===== config.mk =====
export PLATFORM = sky130hd
export DESIGN_NAME = intr_sequencer_flat
export DESIGN_NICKNAME = d
export VERILOG_FILES = /design/src/rtl/intr_pkg.sv /design/src/rtl/intr_sequencer_if.sv /design/src/rtl/intr_ret_stack.sv /design/src/rtl/intr_sequencer.sv /design/src/flat_wrapper.sv
export SDC_FILE = /design/constraint.sdc
export NUM_CORES = 1
export LEC_CHECK = 0
export CORE_ASPECT_RATIO = 2
export CORE_MARGIN = 1
export CORE_UTILIZATION = 60
export CTS_CLUSTER_SIZE = 16
export DETAILED_ROUTE_END_ITERATION = 10
export GPL_TIMING_DRIVEN = 1
export PLACE_DENSITY = 0.82
export SLEW_MARGIN = 10
export SYNTH_ARGS = -nofsm -noshare
export SYNTH_HDL_FRONTEND = slang
export SYNTH_SLANG_ARGS = --single-unit

===== constraint.sdc =====
create_clock -name clk -period 6.6 [get_ports clk]
set_input_delay 0.66 -clock clk [delete_from_list [all_inputs] [get_ports clk]]
set_output_delay 0.66 -clock clk [all_outputs]
set_load 0.02 [all_outputs]

===== src/rtl/intr_pkg.sv =====
// Shared types and helpers for the interrupt sequencer slice.
package intr_pkg;

    localparam int unsigned N_LINES = 8;
    localparam int unsigned IDX_W   = 3;

    typedef logic [N_LINES-1:0] line_vec_t;

    typedef enum logic [1:0] {
        ST_IDLE,
        ST_ENTER,
        ST_EXIT,
        ST_SETTLE
    } state_e;

    // Position of the set bit in a one-hot line vector (0 when empty).
    function automatic logic [IDX_W-1:0] onehot_to_idx(input line_vec_t v);
        logic [IDX_W-1:0] idx;
        idx = '0;
        for (int i = 0; i < int'(N_LINES); i++) begin
            if (v[i]) idx = idx | IDX_W'(i);
        end
        return idx;
    endfunction

endpackage


===== src/rtl/intr_sequencer_if.sv =====
// Signals between the interrupt manager / CPU control and the sequencer.
interface intr_sequencer_if #(
    parameter int unsigned PC_W = 10
);
    logic [intr_pkg::N_LINES-1:0] min_bit_s;
    logic [intr_pkg::N_LINES-1:0] min_bit_a;
    logic                         intr_enable;
    logic                         instr_done;
    logic                         reti;
    logic [PC_W-1:0]              pc_next;

    logic [intr_pkg::N_LINES-1:0] call_intr;
    logic [intr_pkg::N_LINES-1:0] s_return_intr;
    logic                         pc_load;
    logic [PC_W-1:0]              pc_target;
    logic                         stall;
    logic                         err;

    modport master (
        output min_bit_s, min_bit_a, intr_enable, instr_done, reti, pc_next,
        input  call_intr, s_return_intr, pc_load, pc_target, stall, err
    );

    modport slave (
        input  min_bit_s, min_bit_a, intr_enable, instr_done, reti, pc_next,
        output call_intr, s_return_intr, pc_load, pc_target, stall, err
    );
endinterface


===== src/rtl/intr_ret_stack.sv =====
// Return-address LIFO; only the pointer is reset, contents are don't-care when empty.
module intr_ret_stack #(
    parameter int unsigned DEPTH = 8,
    parameter int unsigned W     = 10
) (
    input  logic         clk,
    input  logic         reset,
    input  logic         push,
    input  logic         pop,
    input  logic [W-1:0] din,
    output logic [W-1:0] dout,
    output logic         full,
    output logic         empty
);
    localparam int unsigned PTR_W = $clog2(DEPTH + 1);
    localparam int unsigned IDX_W = (DEPTH > 1) ? $clog2(DEPTH) : 1;

    logic [W-1:0]     mem [DEPTH];
    logic [PTR_W-1:0] ptr_q;

    assign full  = (ptr_q == PTR_W'(DEPTH));
    assign empty = (ptr_q == '0);
    assign dout  = mem[IDX_W'(ptr_q - PTR_W'(1))];

    always_ff @(posedge clk) begin
        if (reset) begin
            ptr_q <= '0;
        end else if (push && !full) begin
            ptr_q <= ptr_q + PTR_W'(1);
        end else if (pop && !empty) begin
            ptr_q <= ptr_q - PTR_W'(1);
        end
    end

    always_ff @(posedge clk) begin
        if (push && !full) mem[IDX_W'(ptr_q)] <= din;
    end

endmodule


===== src/rtl/intr_sequencer.sv =====
// Decides ISR entry/exit from the manager's lowest-bit vectors, drives PC redirects
// and keeps return addresses on a hardware stack.
module intr_sequencer
    import intr_pkg::*;
#(
    parameter int unsigned     PC_W       = 10,
    parameter logic [PC_W-1:0] VEC_BASE   = 10'h3C0,
    parameter int unsigned     VEC_STRIDE = 2,
    parameter int unsigned     DEPTH      = 8
) (
    input  logic             clk,
    input  logic             reset,
    intr_sequencer_if.slave  bus
);
    state_e          state_q, state_d;
    line_vec_t       call_q, call_d;
    line_vec_t       sret_q, sret_d;
    logic            load_q, load_d;
    logic [PC_W-1:0] target_q, target_d;
    logic            stall_q, stall_d;
    logic            err_q, err_d;
    logic [PC_W-1:0] ret_pc_q, ret_pc_d;

    logic            stk_push, stk_pop, stk_full, stk_empty;
    logic [PC_W-1:0] stk_dout;
    logic            take;
    logic [PC_W-1:0] vec_addr;

    // One-hot vectors: a smaller value is a strictly higher-priority line.
    assign take = bus.instr_done && bus.intr_enable && (bus.min_bit_s != '0) &&
                  ((bus.min_bit_a == '0) || (bus.min_bit_s < bus.min_bit_a));

    assign vec_addr = VEC_BASE + PC_W'(onehot_to_idx(bus.min_bit_s)) * PC_W'(VEC_STRIDE);

    assign stk_push = (state_q == ST_ENTER);
    assign stk_pop  = (state_q == ST_EXIT);

    intr_ret_stack #(
        .DEPTH (DEPTH),
        .W     (PC_W)
    ) u_stack (
        .clk   (clk),
        .reset (reset),
        .push  (stk_push),
        .pop   (stk_pop),
        .din   (ret_pc_q),
        .dout  (stk_dout),
        .full  (stk_full),
        .empty (stk_empty)
    );

    // Outputs are computed for the state being entered and registered with it.
    always_comb begin
        state_d  = state_q;
        call_d   = '0;
        sret_d   = '0;
        load_d   = 1'b0;
        stall_d  = 1'b0;
        target_d = target_q;
        err_d    = err_q;
        ret_pc_d = ret_pc_q;
        case (state_q)
            ST_IDLE: begin
                if (bus.instr_done && bus.reti) begin
                    stall_d = 1'b1;
                    if (stk_empty) begin
                        err_d   = 1'b1;
                        state_d = ST_SETTLE;
                    end else begin
                        state_d  = ST_EXIT;
                        sret_d   = bus.min_bit_a;
                        load_d   = 1'b1;
                        target_d = stk_dout;
                    end
                end else if (take) begin
                    state_d  = ST_ENTER;
                    call_d   = bus.min_bit_s;
                    load_d   = 1'b1;
                    stall_d  = 1'b1;
                    target_d = vec_addr;
                    ret_pc_d = bus.pc_next;
                end
            end
            ST_ENTER: begin
                state_d = ST_SETTLE;
                stall_d = 1'b1;
                if (stk_full) err_d = 1'b1;
            end
            ST_EXIT: begin
                state_d = ST_SETTLE;
                stall_d = 1'b1;
            end
            ST_SETTLE: state_d = ST_IDLE;
            default:   state_d = ST_IDLE;
        endcase
    end

    always_ff @(posedge clk) begin
        if (reset) begin
            state_q  <= ST_IDLE;
            call_q   <= '0;
            sret_q   <= '0;
            load_q   <= 1'b0;
            target_q <= '0;
            stall_q  <= 1'b0;
            err_q    <= 1'b0;
            ret_pc_q <= '0;
        end else begin
            state_q  <= state_d;
            call_q   <= call_d;
            sret_q   <= sret_d;
            load_q   <= load_d;
            target_q <= target_d;
            stall_q  <= stall_d;
            err_q    <= err_d;
            ret_pc_q <= ret_pc_d;
        end
    end

    assign bus.call_intr     = call_q;
    assign bus.s_return_intr = sret_q;
    assign bus.pc_load       = load_q;
    assign bus.pc_target     = target_q;
    assign bus.stall         = stall_q;
    assign bus.err           = err_q;

endmodule


===== src/flat_wrapper.sv =====
// flat-port wrapper written by rule: the top's interface ports become plain ports
module intr_sequencer_flat import intr_pkg::*;
#(
    parameter int unsigned     PC_W       = 10,
    parameter logic [PC_W-1:0] VEC_BASE   = 10'h3C0,
    parameter int unsigned     VEC_STRIDE = 2,
    parameter int unsigned     DEPTH      = 8
)
  (clk, reset, bus_min_bit_s, bus_min_bit_a, bus_intr_enable, bus_instr_done, bus_reti, bus_pc_next, bus_call_intr, bus_s_return_intr, bus_pc_load, bus_pc_target, bus_stall, bus_err);
  intr_sequencer_if #(.PC_W(PC_W)) bus_i ();
  input  logic clk;
  input  logic reset;
  input wire logic [$bits(bus_i.min_bit_s)-1:0] bus_min_bit_s;
  input wire logic [$bits(bus_i.min_bit_a)-1:0] bus_min_bit_a;
  input wire logic [$bits(bus_i.intr_enable)-1:0] bus_intr_enable;
  input wire logic [$bits(bus_i.instr_done)-1:0] bus_instr_done;
  input wire logic [$bits(bus_i.reti)-1:0] bus_reti;
  input wire logic [$bits(bus_i.pc_next)-1:0] bus_pc_next;
  output wire logic [$bits(bus_i.call_intr)-1:0] bus_call_intr;
  output wire logic [$bits(bus_i.s_return_intr)-1:0] bus_s_return_intr;
  output wire logic [$bits(bus_i.pc_load)-1:0] bus_pc_load;
  output wire logic [$bits(bus_i.pc_target)-1:0] bus_pc_target;
  output wire logic [$bits(bus_i.stall)-1:0] bus_stall;
  output wire logic [$bits(bus_i.err)-1:0] bus_err;
  assign bus_i.min_bit_s = bus_min_bit_s;
  assign bus_i.min_bit_a = bus_min_bit_a;
  assign bus_i.intr_enable = bus_intr_enable;
  assign bus_i.instr_done = bus_instr_done;
  assign bus_i.reti = bus_reti;
  assign bus_i.pc_next = bus_pc_next;
  assign bus_call_intr = bus_i.call_intr;
  assign bus_s_return_intr = bus_i.s_return_intr;
  assign bus_pc_load = bus_i.pc_load;
  assign bus_pc_target = bus_i.pc_target;
  assign bus_stall = bus_i.stall;
  assign bus_err = bus_i.err;
  intr_sequencer #(.PC_W(PC_W), .VEC_BASE(VEC_BASE), .VEC_STRIDE(VEC_STRIDE), .DEPTH(DEPTH)) u_core (.clk(clk), .reset(reset), .bus(bus_i));
endmodule

Yosys cells after proc, flatten, opt, wreduce, memory -nomap -nowiden
Memory sizes are Yosys's and may differ from the RTL's.
Index checks and enable logic that the tools add are counted.
Widths: inputs -> output; s select.
{"block": "word_totals", "mem_bits_rw": 80, "latch_bits": 0, "ff_bits": 45, "wordCells": 76, "mem_bits_ro": 0, "n_memories": 1, "inputBits": 31, "out_inout_bits": 29}
{"block": "classes", "n_addsub": 3, "eq_ne": 9, "shifts": 0, "bitwise": 3, "n_reduce_logical": 23, "order_cmp": 1, "n_mux": 27, "n_div": 0, "n_mul": 0}
{"name": "u_core.u_stack.mem", "depth": 8, "word_bits": 10, "rd": 1, "rd_ports_with_merged_regs": 0, "write_ports": 1, "line": "intr_ret_stack.sv:18", "text": "logic [W-1:0] mem [DEPTH];"}
{"op": "$mux 10", "count": 3}
{"op": "$mux 3", "count": 4}
{"op": "$mux 1", "count": 11}
{"op": "$add 7x5->8 const A", "count": 1}
{"op": "$logic_not 8->1", "count": 1}
{"op": "$lt 8x8->1", "count": 1}
{"op": "$mux 2", "count": 4}
{"op": "$mux 4", "count": 2}
{"op": "$reduce_bool 8->1", "count": 1}
{"op": "$reduce_or 4->1", "count": 2}
{"op": "$logic_and 1x1->1", "count": 6}
{"op": "$pmux 2 s3", "count": 1}
{"op": "$reduce_and 3->1", "count": 2}
{"op": "$reduce_bool 2->1", "count": 3}
{"op": "$add 4x1->4 const B", "count": 1}
{"op": "$eq 2x2->1 const B", "count": 2}
{"op": "$eq 4x4->1 const B", "count": 1}
{"op": "$logic_not 4->1", "count": 1}
{"op": "$ne 2x1->1 const B", "count": 2}
{"op": "$ne 2x2->1 const B", "count": 2}
{"op": "$pmux 1 s2", "count": 2}
{"op": "$reduce_and 4->1", "count": 1}
{"op": "$reduce_or 2->1", "count": 2}
{"op": "$sub 4x1->4 const B", "count": 1}
{"op": "other kinds (6)", "count": 9}

Logic depth before layout (Yosys ltp)
{"block": "logic_depth", "depth_word": 10, "mapped_depth": 10, "ltp_nobuf": 7}

Hierarchy
A second synthesis with hierarchy kept.
{"block": "unflattened", "cells_unflattened": 353, "area_unflattened_um2": 5158.7}
{"module": "intr_ret_stack", "area_each_um2": 3428.3, "cells_per_inst": 173, "seq_area_each_um2": 2482.4, "n_inst": 1}
{"module": "intr_sequencer", "area_each_um2": 1730.4, "cells_per_inst": 180, "seq_area_each_um2": 820.8, "n_inst": 1}

Worst setup path after synthesis
Ideal clock, no wire load.
{"block": "synth_timing", "kind": "reg-to-reg", "from": "reg u_core.u_stack.ptr_q[0]", "to": "mem u_core.u_stack.mem[0][0] (enable)", "setup_ns": 0.390, "arrival_time_ns": 2.129, "stages_incl_launch_ff": 8, "path_buffers": 2, "slack_ns": 4.081, "t_required_ns": 6.210, "period_less_slack_ns": 2.519, "path_cell_list": "dfxtp_1 buf_2 buf_2 inv_1 ha_1 nand2_1 nand3b_1 nor3_1"}
{"block": "synth_via", "elab_chain_cells": 5}
{"element": "start: declaration", "line": "intr_ret_stack.sv:19", "text": "logic [PTR_W-1:0] ptr_q;"}
{"element": "start signal: assignment", "line": "intr_ret_stack.sv:29", "text": "ptr_q <= ptr_q + PTR_W'(1);"}
{"element": "start signal: assignment", "line": "intr_ret_stack.sv:31", "text": "ptr_q <= ptr_q - PTR_W'(1);"}
{"element": "$eq 4x4->1", "line": "intr_ret_stack.sv:21", "text": "assign full = (ptr_q == PTR_W'(DEPTH));"}
{"element": "$logic_not 1->1", "line": "intr_ret_stack.sv:36", "text": "if (push && !full) mem[IDX_W'(ptr_q)] <= din;"}
{"element": "$logic_and 1x1->1", "line": "intr_ret_stack.sv:36"}
{"element": "$mux 1", "line": "intr_ret_stack.sv:36"}
{"element": "$mux 1 (implied by the code)", "line": "intr_ret_stack.sv:36"}
{"element": "end: declaration", "line": "intr_ret_stack.sv:18"}
Several ways; a longest one is shown, not always the timed one.

Worst setup path in the final report
{"block": "layout_timing", "from": "in bus_min_bit_s[5]", "to": "reg u_core.target_q[9], in the netlist u_core.bus.pc_target[9]"}
{"block": "layout_via", "elab_chain_cells": 6, "elab_cells_between_ends": 13, "cone_classes": "add/sub (1); order compare (1); mux (5); reduce/logical (6)"}
{"element": "start: declaration", "line": "flat_wrapper.sv:13", "text": "input wire logic [$bits(bus_i.min_bit_s)-1:0] bus_min_bit_s;"}
{"element": "$mux 3 (3 in series)", "line": "intr_pkg.sv:21", "text": "if (v[i]) idx = idx | IDX_W'(i);"}
{"element": "$add 7x5->8", "line": "intr_sequencer.sv:33", "text": "assign vec_addr = VEC_BASE + PC_W'(onehot_to_idx(bus.min_bit_s)) * PC_W'(VEC_STRIDE);"}
{"element": "$mux 10", "line": "intr_sequencer.sv:75", "text": "end else if (take) begin"}
{"element": "$mux 10", "line": "intr_sequencer.sv:64", "text": "if (bus.instr_done && bus.reti) begin"}
{"element": "end signal: assignment", "line": "intr_sequencer.sv:113", "text": "target_q <= target_d;"}
{"element": "end: declaration", "line": "intr_sequencer.sv:19", "text": "logic [PC_W-1:0] target_q, target_d;"}
Several ways; a longest one is shown, not always the timed one. The select of a mux whose other input is x is not followed.
A chain may end at the register's enable or synchronous reset.

==> out/qor.tcl <==
set qor(result_of_the_run) {complete, no violations}
set qor(syn_area_per_cell_um2) 14.3
set qor(worstReg2RegEnd) {u_core.bus.pc_target[7]}
set qor(initial_antenna_violation_count) 0
set qor(detailroute.via_count) 3316
set qor(grtUsageTotal) 0.302
set qor(post_dp_cell_area_um2) 5860
set qor(cp.arrival_ps) 3670
set qor(viasPerCell) 6.20
set qor(comb_power_share) 0.237
set qor(register_area_um2) 3300
set qor(clkSinkCount) 125
set qor(synthesis_warnings) 0
set qor(place_congestion) 0.752
set qor(worstSetupPathType) {in -> reg}
set qor(slew_headroom) 0.167
set qor(final.setup.tns_ps) 0
set qor(final_area_um2) 6470
set qor(ctsHtreeMaxLevel) 4
set qor(detail_route.wirelength_um) 11700
set qor(clock_tree_from_tritoncts) {yes}
set qor(worst_hold_startpoint) {u_core.bus.err}
set qor(power.ir.vdd_worst_mv) 0.345
set qor(cts_resized) 0
set qor(post-route-min-period_ps) 3370
set qor(worstPathRequired_ps) 6900
set qor(io_buffer_count) 59
set qor(reg2reg_slack_ps) 3620
set qor(asyncSetResetFlopFracSynth) 0
set qor(antenna_cells) 0
set qor(p_leak_nw) 2.31
set qor(power_frac_seq) 0.383
set qor(r2r_start) {u_core.u_stack.ptr_q[0]}
set qor(syn_nets) 408
set qor(design.core.area_um2) 8350
set qor(cp_cell_sequence) {clkdlybuf4s50_1 > nor4_1 > a21oi_1 > and3b_1 > a21oi_2 > mux2_2}
set qor(worst_hold_path.endpoint) {u_core.bus.err}
set qor(power_switching_share) 0.283
set qor(synth.area.top_cells) {sky130_fd_sc_hd__edfxtp_1 46%, sky130_fd_sc_hd__dfxtp_1 17%, sky130_fd_sc_hd__mux4_2 8.6%}
set qor(setup_viol) 0
set qor(wire_per_inst_um) 21.8
set qor(worstHoldPathType) {reg -> reg}
set qor(detailedPlacementHpwl_um) 7440
set qor(synth-seq-area-share) 0.634
set qor(yosysMostFrequentCell) {sky130_fd_sc_hd__edfxtp_1}
set qor(cell_area_after_synthesis_um2) 5210
set qor(reg2regPathDepth) 7
set qor(power_density_nw_per_um2) 373
set qor(number_of_global_route_vias_before_repair) 3559
set qor(cp_slowest_stage_delay_ps) 770
set qor(max-cap-violations) 0
set qor(cp_slowest_cell) {sky130_fd_sc_hd__a21oi_2}
set qor(chipWidth_um) 67.9
set qor(p_sw_uw) 682
set qor(die_area_um2) 9080
set qor(cts_post_setup_buffers_inserted) 0
set qor(die-height_um) 134
set qor(antenna_violating_nets_post_route) 0
set qor(yosys.area.top_type) {sky130_fd_sc_hd__edfxtp_1}
set qor(grt.overflow.total) 0
set qor(syn_to_final_growth_pct) 24.2
set qor(final_cells) 535
set qor(initial_utilization) 0.624
set qor(critPathCaptureType) {flip-flop}
set qor(skew_ps) 7.96
set qor(yosys_register_bits) 125
set qor(worst_skew_pair.late_latency_ps) 420
set qor(synth_enable_flop_cells) 80
set qor(power.share.clock) 0.380
set qor(synth.distinct_cells) 44
set qor(core.rowCount) 47
set qor(finalMaxSlewViolations) 0
set qor(remaining_drc_errors) 0
set qor(path_clk_slew_ps) 60
set qor(syn-instance-count) 364
set qor(drive_gt1_frac) 0.181
set qor(drt-initial-drc-count) 271
set qor(setup_repair_after_global_routing_missed_its_margin) {false}
set qor(nNetsFinal) 468
set qor(netlist_top_cells_count) {80 x sky130_fd_sc_hd__edfxtp_1, 45 x sky130_fd_sc_hd__dfxtp_1, 21 x sky130_fd_sc_hd__nor2_1}
set qor(grt_first_pass_wirelength_um) 18900
set qor(cp_launch_type) {primary input}
set qor(multiInputGateArea_um2) 1770
set qor(holdBufCountCts) 0
set qor(maximum_buffer_depth_of_the_clock_tree) 2
set qor(worst_path_max_fanout) 22
set qor(internal_power_mw) 1.73
set qor(finalCritPeriodShare) 0.510
set qor(hold-path-cell-count) 2
set qor(ioPinCount) 60
set qor(ys.flop_type) {sky130_fd_sc_hd__edfxtp_1}
set qor(detailedRoute.firstPassIterationCount) 4
set qor(cts_buffers) 17
set qor(timing_worst_slew_pin_value_ps) 1240
set qor(hold_ws_ps) 476
set qor(filler_cell_count) 525
set qor(grt_max_degree) 47
set qor(clock.fmax_ghz) 0.297
set qor(cts.root.buffer_cell) {sky130_fd_sc_hd__clkbuf_16}
set qor(placed_cells) 503
set qor(share_of_yosys_cell_area_claimed_by_the_top_area_cell_type) 0.461
set qor(finalHoldViolCount) 0
-- stage by stage --
step	utilization	setup WS (ps)	power [mW]
finish	0.774	3230	2.41
global route	0.774	3030	2.51
CTS	0.774	3270	2.42
detailed placement	0.702	2880	1.50
global placement	0.702	2970	1.48
floorplan	-	4080	1.35
-- power by group through the flow --
stage          Sequential (mW)  Combinational [mW]  Clock [mW]
6_report                 0.924               0.572       0.917
5_1_grt                  0.929               0.621       0.961
4_1_cts                  0.924               0.574       0.923
3_5_place_dp             0.937               0.566           0
3_3_place_gp             0.933               0.547           0
2_1_floorplan            0.944               0.404           0
-- cell usage in the layout (no fill, tap or decap), drive strengths merged, types with 2 or more instances in the layout --
cell           instances
a211oi                 2
a21bo                 10
a21o                   2
a21oi                 21
a311o                  2
and2                   9
buf                    3
clkbuf                22
clkdlybuf4s50         59
clkinv                 6
dfxtp                 45
edfxtp                80
ha                    13
inv                   18
mux2                   8
mux2i                  7
mux4                  20
nand2                 14
nand2b                 6
nand3                 12
nand3b                 2
nor2                  21
nor2b                  8
nor3                   6
nor3b                  8
nor4                   5
o21ai                  3
o21bai                 2
o22ai                  9
-- area by class of cell --
type	instances	area share
Multi-Input combinational cell	204	0.273
Sequential cell	125	0.511
Tap cell	98	0.0190
Clock inverter	10	0.0106
Timing Repair Buffer	62	0.0948
Clock buffer	22	0.0834
Inverter	14	0.00813
-- metal layers --
layer	GRT usage	part of all wire
met1	0.319	0.33
met2	0.490	0.55
met3	0.102	0.069
met4	0.199	0.050
met5	0	0
-- flip-flops by register name (all words and copies together) (netlist names) --
name / flops
u_core.state_q: 2
u_core.bus.stall: 1
u_core.ret_pc_q: 10
u_core.bus.s_return_intr: 8
u_core.bus.pc_target: 10
u_core.bus.err: 1
u_core.u_stack.mem: 80
u_core.bus.call_intr: 8
u_core.bus.pc_load: 1
u_core.u_stack.ptr_q: 4
-- worst max-delay path, delay by kind of cell --
family                 cells  cell delay (ps)
buffers and inverters      1              480
multiplexers               1              410
AND/OR/NAND/NOR            2             1110
AO/OA/AOI/OAI              2             1000
-- kinds of logic after synthesis --
group / synth area share
and+or+nand+nor: 0.0946
xor gates and xnor gates: 0.00481
muxes: 0.122
AOI/OAI and AO/OA: 0.0853
buffers and inverters: 0.0283
DFF: 0.634
adders and majority gates: 0.0312
-- how the worst max path moves through the flow --
stage	from	end	slack, ps	cells past startpoint
6_report	bus_min_bit_s[5]	u_core.bus.pc_target[9]	3230	6
5_1_grt	bus_min_bit_s[5]	u_core.bus.pc_target[9]	3030	6
3_3_place_gp	bus_min_bit_s[5]	u_core.bus.pc_target[9]	2970	6
2_1_floorplan	u_core.u_stack.ptr_q[0]	u_core.u_stack.mem[0][0]	4080	7
4_1_cts	bus_min_bit_s[5]	u_core.bus.pc_target[9]	3270	6
3_5_place_dp	bus_min_bit_s[5]	u_core.bus.pc_target[9]	2880	6
Note: power is estimated with default switching activity, not from simulation.
